==> src/rtl/crank_cam_emulator.sv <==
// Crank/cam wheel signal source: emits a missing-tooth crank signal (vr) and a
// once-per-720-degree cam signal, paced by a runtime prescaler.
module crank_cam_emulator #(
    parameter int TEETH_TOTAL   = 60,
    parameter int TEETH_MISSING = 2,
    parameter int SUB           = 64,
    parameter int PRESC_W       = 16,
    parameter int CAM_ON_TOOTH  = 4,
    parameter int CAM_OFF_TOOTH = 54
) (
    input  logic                           clk,
    input  logic                           rst,
    input  logic                           en,
    input  logic [PRESC_W-1:0]             presc_top,
    output logic                           vr,
    output logic                           cam,
    output logic                           cam_phase,
    output logic [$clog2(TEETH_TOTAL)-1:0] tooth_num,
    output logic                           rev_strobe
);

    localparam int TOOTH_W  = $clog2(TEETH_TOTAL);
    localparam int GAP_SUBS = (TEETH_MISSING + 1) * SUB;
    localparam int SUB_W    = $clog2(GAP_SUBS);

    localparam logic [TOOTH_W-1:0] LAST      = TOOTH_W'(TEETH_TOTAL - TEETH_MISSING - 1);
    localparam logic [TOOTH_W-1:0] CAM_ON_T  = TOOTH_W'(CAM_ON_TOOTH);
    localparam logic [TOOTH_W-1:0] CAM_OFF_T = TOOTH_W'(CAM_OFF_TOOTH);
    localparam logic [SUB_W-1:0]   TOP_NORM  = SUB_W'(SUB - 1);
    localparam logic [SUB_W-1:0]   TOP_GAP   = SUB_W'(GAP_SUBS - 1);

    logic [PRESC_W-1:0] pcnt;
    logic [PRESC_W-1:0] presc_act;
    logic [SUB_W-1:0]   sub;

    logic               stb;
    logic               wrap;
    logic [SUB_W-1:0]   sub_top;
    logic [SUB_W-1:0]   half;
    logic [TOOTH_W-1:0] tooth_nxt;
    logic               phase_nxt;
    logic               cam_nxt;

    // Next-tooth values are only committed when the current tooth ends.
    always_comb begin
        stb       = (pcnt == presc_act);
        wrap      = (tooth_num == LAST);
        sub_top   = wrap ? TOP_GAP : TOP_NORM;
        half      = sub_top >> 1;
        tooth_nxt = wrap ? '0 : tooth_num + 1'b1;
        phase_nxt = wrap ? ~cam_phase : cam_phase;
        cam_nxt   = cam;
        if (phase_nxt) begin
            if (tooth_nxt == CAM_ON_T)
                cam_nxt = 1'b1;
            // Checked second so deassert wins when both teeth coincide.
            if (tooth_nxt == CAM_OFF_T)
                cam_nxt = 1'b0;
        end
    end

    always_ff @(posedge clk) begin
        if (!rst) begin
            pcnt       <= '0;
            presc_act  <= presc_top;
            sub        <= '0;
            tooth_num  <= '0;
            vr         <= 1'b0;
            cam        <= 1'b0;
            cam_phase  <= 1'b0;
            rev_strobe <= 1'b0;
        end else if (en) begin
            rev_strobe <= 1'b0;
            if (stb) begin
                pcnt <= '0;
                if (sub == sub_top) begin
                    sub       <= '0;
                    vr        <= 1'b0;
                    tooth_num <= tooth_nxt;
                    cam_phase <= phase_nxt;
                    cam       <= cam_nxt;
                    // Speed changes only take effect on a revolution boundary.
                    if (wrap) begin
                        rev_strobe <= 1'b1;
                        presc_act  <= presc_top;
                    end
                end else begin
                    if (sub == half)
                        vr <= 1'b1;
                    sub <= sub + 1'b1;
                end
            end else begin
                pcnt <= pcnt + 1'b1;
            end
        end else begin
            rev_strobe <= 1'b0;
        end
    end

endmodule

==> config.mk <==
export PLATFORM = sky130hd
export DESIGN_NAME = crank_cam_emulator
export DESIGN_NICKNAME = d
export VERILOG_FILES = /design/src/rtl/crank_cam_emulator.sv
export SDC_FILE = /design/constraint.sdc
export NUM_CORES = 1
export LEC_CHECK = 0
export ABC_AREA = 1
export BUFFER_PORTS_ARGS = -buffer_cell sky130_fd_sc_hd__buf_2
export CAP_MARGIN = 25
export CORE_ASPECT_RATIO = 1.75
export CORE_UTILIZATION = 63
export DETAILED_ROUTE_END_ITERATION = 8
export HOLD_SLACK_MARGIN = 0.05
export PLACE_DENSITY = 0.85
export RECOVER_POWER = 25
export SYNTH_ARGS = -nofsm -noshare
export SYNTH_HDL_FRONTEND = slang
export SYNTH_SLANG_ARGS = --single-unit
==> constraint.sdc <==
create_clock -name clk -period 6.4 [get_ports clk]
set_input_delay 0 -clock clk [delete_from_list [all_inputs] [get_ports clk]]
set_output_delay 0 -clock clk [all_outputs]
set_load 0.005 [all_outputs]
-- Word-level counts from Yosys, hierarchy flattened
Index checks and enable logic that the tools add are counted.
- bits of input ports: 19
- logic and storage cells: 45
- output and inout bits: 10
- flip-flop bits (word level): 50
- equality and inequality tests: 10
- muxes and demuxes: 15
- add/subtract/negate cells: 3
- bitwise operators: 1
- reductions and logical operators: 8
- operator list (operator ; count):
    2-to-1 mux 16 bit ; 6
    adder 16 x 1 -> 16 bit (second input constant) ; 1
    == test 16 bit ; 1
    2-to-1 mux 8 bit ; 2
    == test 6 bit (second input constant) ; 2
    adder 8 x 1 -> 8 bit (second input constant) ; 1
    == test 8 x 7 -> 1 bit ; 1
    == test 8 bit ; 1
    != test 2 x 1 -> 1 bit (second input constant) ; 4
    AND reduction 4 bit ; 2
    adder 6 x 1 -> 6 bit (second input constant) ; 1
    == test 6 x 3 -> 1 bit (second input constant) ; 1
    2-to-1 mux 1 bit ; 6
    2-to-1 mux 6 bit ; 1
    AND reduction 3 bit ; 2
    AND reduction 5 bit ; 1
    nonzero test 2 bit ; 2
    AND reduction 2 bit ; 1
    NOT 1 bit ; 1

-- Logic depth before layout (Yosys ltp)
- word-level depth: 7
- mapped depth: 14
- depth with buffers taken out: 14

-- Least setup slack after synthesis
No wires, ideal clock.
- path kind: register -> register
- start point: register tooth_num[0]
- end point: register presc_act[0] (enable)
- data arrival time: 2497 ps
- data required time: 5989 ps
- cell stages (with the launch flop): 10
- setup time: 411 ps
- slack: 3492 ps
- cells stage by stage: dfxtp_1 > ha_1 > nand3_1 > nor2_4 > inv_4 > nand2_2 > nand2_2 > nor2_4 > nand2_4 > o21ai_0
- longest elaborated chain between the ends: 5
- ends and longest elaborated chain (item ; RTL line ; source):
    from (decl) ; 18 ; output logic [$clog2(TEETH_TOTAL)-1:0] tooth_num,
    from (signal assigned) ; 79 ; tooth_num <= tooth_nxt;
    == test 6 bit * ; 47 ; wrap = (tooth_num == LAST);
    2-to-1 mux 8 bit ; 48 ; sub_top = wrap ? TOP_GAP : TOP_NORM;
    == test 8 bit ; 76 ; if (sub == sub_top) begin
    != test 2 x 1 -> 1 bit (no line) ; n/a ;
    AND reduction 4 bit (no line) * ; n/a ;
    to (signal assigned) ; 65 ; presc_act <= presc_top;
    to (signal assigned) ; 85 ; presc_act <= presc_top;
    to (decl) ; 33 ; logic [PRESC_W-1:0] presc_act;
Mark *: on every way between the ends. The rest lies on a longest branch, timed or not.
A chain may end at the register's enable or synchronous reset.

-- Final worst setup path
- start point: register tooth_num[0]
- end point: register presc_act[15] (enable)
The elaborated chain is that of the path after synthesis.

==> flow_summary.toml <==
[outcome]
outcome = "finished, final reports clean"

[synthesis]
synth_area_leaders = "dfxtp_1, edfxtp_1, nand2_1"
syn-instance-count = 359
syn_avg_cell_area_sq_um = 7.50
synth_top_area_cell = "dfxtp_1"
ys_types = 34
ys_seq_area_share_pct = 43.1
synth_top_area_share_pct = 25.3
yosysWarnings = 0
synth-seq-cells = 50
synth_fp_nets = 382
netlist_area_sq_mm = 0.00269

[drt]
drtPass1Iterations = 4
wl_per_cell_um = 12.3
finalWirelength_mm = 5.63
vias = 2374
ant_nets = 0
vias_per_cell = 5.19
drtIter0Drc = 61
drcViolationCount = 0

[cts]
clock_path_buffers = 2
insertion_delay_ns = 0.30
post_cts_buffers = 0
post_cts_resize_count = 0
postCtsHoldBufs = 18
cts_made_buffers = 5
cts_sinks = 50
path_clk_slew_ns = 0.09
ctsRootBufferMaster = "clkbuf_8"
htree_levels = 2
cts_tree = "yes"

[sta]
hold_ws_ns = 0.404
report.final.slew_viol_count = 0
hold_viol = 0
period_needed_ns = 2.14
final-setup-viol-count = 0
rsz0062_at_grt = "false"
fmax_mhz = 468
fin_crit_sh_pct = 33.4
tns_ns = 0
tightest_slew_ns = 0.588
slew_headroom_pct = 60.7
skew_ns = 0.00381
setup_ws_ns = 4.26

[pwr]
power_density_mw_per_mm2 = 195
leakage_nw = 1.37
ir_drop_mv = 0.163

[setup_path]
reg2reg_from = "tooth_num[0]$_SDFFE_PN0P_"
cp_num_buf_inv = 2
cp_max_fo = 16
crit_family = "simple AND/OR/NAND/NOR gates"
cp_slowest_cell = "dfxtp_1"
start_kind = "flop"
setup.worst_path.class = "reg2reg"
path_cells = "ha_1, nand3_1, nor2_4, inv_4, nand2_2, nand2_2, nor2_4, nand2_4, o21ai_1, buf_4"
cp.required_ns = 6.40
cp.arrival_ns = 2.13
cp-startpoint = "tooth_num[0]$_SDFFE_PN0P_"
end_kind = "flop"
max_stage_delay_ns = 0.43

[global_routing]
globalRouteOverflowTotal = 0
antenna_found_initial = 0
grt_start_max_net_pins = 17
grtUsageTotal_pct = 28.0
grt_pass1_wl_mm = 9.60
grt_pass1_vias = 2334

[cells_and_area]
fillers = 330
synthToLayoutAreaGrowth_pct = 17.1
antenna_cells = 0
final-seq-area_sq_mm = 0.00116
nNetsFinal = 430
multi_input_area_sq_mm = 0.00129
final_util_pct = 76.7
layout-drive-gt1-share_pct = 14.5

[place]
port_buffers = 28
gp_congestion = 0.890
pre_cts_ws_ns = 4.27
hpwl_mm = 4.00

[hold_path]
min_path_type = "in2reg"
holdCritStartpoint = "presc_top[12]"

[die]
fp-row-count = 31
ios = 29
dieArea_sq_mm = 0.00455
core_sq_mm = 0.00411
die_width_um = 51.4
die_h_um = 88.5
initial_core_util_pct = 65.5

[flow_run]
drv_cap = 0
[layer usage]
metal  routed length (um)  GRT usage (%)
met1                 2180           28.2
met2                 3190           55.3
met3                  120           3.78
met4                  138           11.3
met5                    0              0
[where the power goes]
part	total [W]	internal, W	switching, W
clock	0.000225	0.000116	0.000108
sequential	0.000343	0.000337	0.00000587
combinational	0.0000467	0.0000216	0.0000251
[per-stage QoR]
| stage | cell area (sq um) | std cells | power, W |
|---|---|---|---|
| 2_1_floorplan | 2690 | 359 | 0.000375 |
| 3_3_place_gp | 2860 | 431 | 0.000386 |
| 3_5_place_dp | 2860 | 431 | 0.000388 |
| 4_1_cts | 3150 | 457 | 0.000618 |
| 5_1_grt | 3150 | 457 | 0.000640 |
| 6_report | 3150 | 457 | 0.000615 |
[cell usage in the layout, fill, tap and decap left out, types with 6 or more instances in the layout]
cell / netlist / final
nor3_1: 14 / 14
nand4_1: 9 / 9
nand2_1: 87 / 87
dfxtp_1: 34 / 34
a21oi_1: 14 / 14
buf_2: 3 / 27
dlygate4sd3_1: 0 / 18
o21ai_0: 8 / 7
nand3_1: 12 / 12
nand2_2: 6 / 6
edfxtp_1: 16 / 16
nor2_1: 52 / 52
inv_1: 49 / 49
xor2_1: 15 / 15
[worst register-to-register path, stage by stage, from the launching register on]
cell,delay [ns]
dfxtp_1,0.43
ha_1,0.18
nand3_1,0.11
nor2_4,0.21
inv_4,0.09
nand2_2,0.07
nand2_2,0.06
nor2_4,0.15
nand2_4,0.11
o21ai_1,0.14
buf_4,0.27
[cell families after synthesis]
kind of cell	share of synthesized area [%]
xor gates and xnor gates	6.51
buffers and inverters	9.01
and+or+nand+nor	33.0
AOI/OAI and AO/OA	6.46
DFF	43.1
adders and majority gates	1.86
[synth_stat cells, drive strengths merged]
master	count
a211oi	1
a21oi	15
a31o	1
and2	2
buf	6
dfxtp	34
edfxtp	16
ha	4
inv	53
nand2	94
nand3	13
nand4	9
nor2	58
nor3	17
nor3b	1
nor4	1
o21ai	11
o21bai	2
o32ai	1
xnor2	5
xor2	15
[sequential cells by signal, summed over array words and instances, names as in the netlist]
| name | flops |
|---|---|
| cam | 1 |
| cam_phase | 1 |
| pcnt | 16 |
| presc_act | 16 |
| rev_strobe | 1 |
| sub | 8 |
| tooth_num | 6 |
| vr | 1 |
[cell type report]
type | count | share of cell area, %
multi-input cells | 250 | 40.9
flip-flops and latches | 50 | 36.8
repair buffers | 47 | 10.4
inverters | 53 | 6.39
clock buffers | 5 | 2.18
well taps | 49 | 1.94
clock inverters | 3 | 1.43
[worst paths after layout]
path                             endpoint  slack [ns]  cells after the start
setup / recovery  presc_act[15]$_DFFE_PP_        4.26                     10
hold / removal    presc_act[12]$_DFFE_PP_        0.40                      2
setup reg to reg  presc_act[15]$_DFFE_PP_        4.26                     10
hold reg to reg           vr$_SDFFE_PN0P_        0.47                      2
Power figures use the tool's default switching activity.
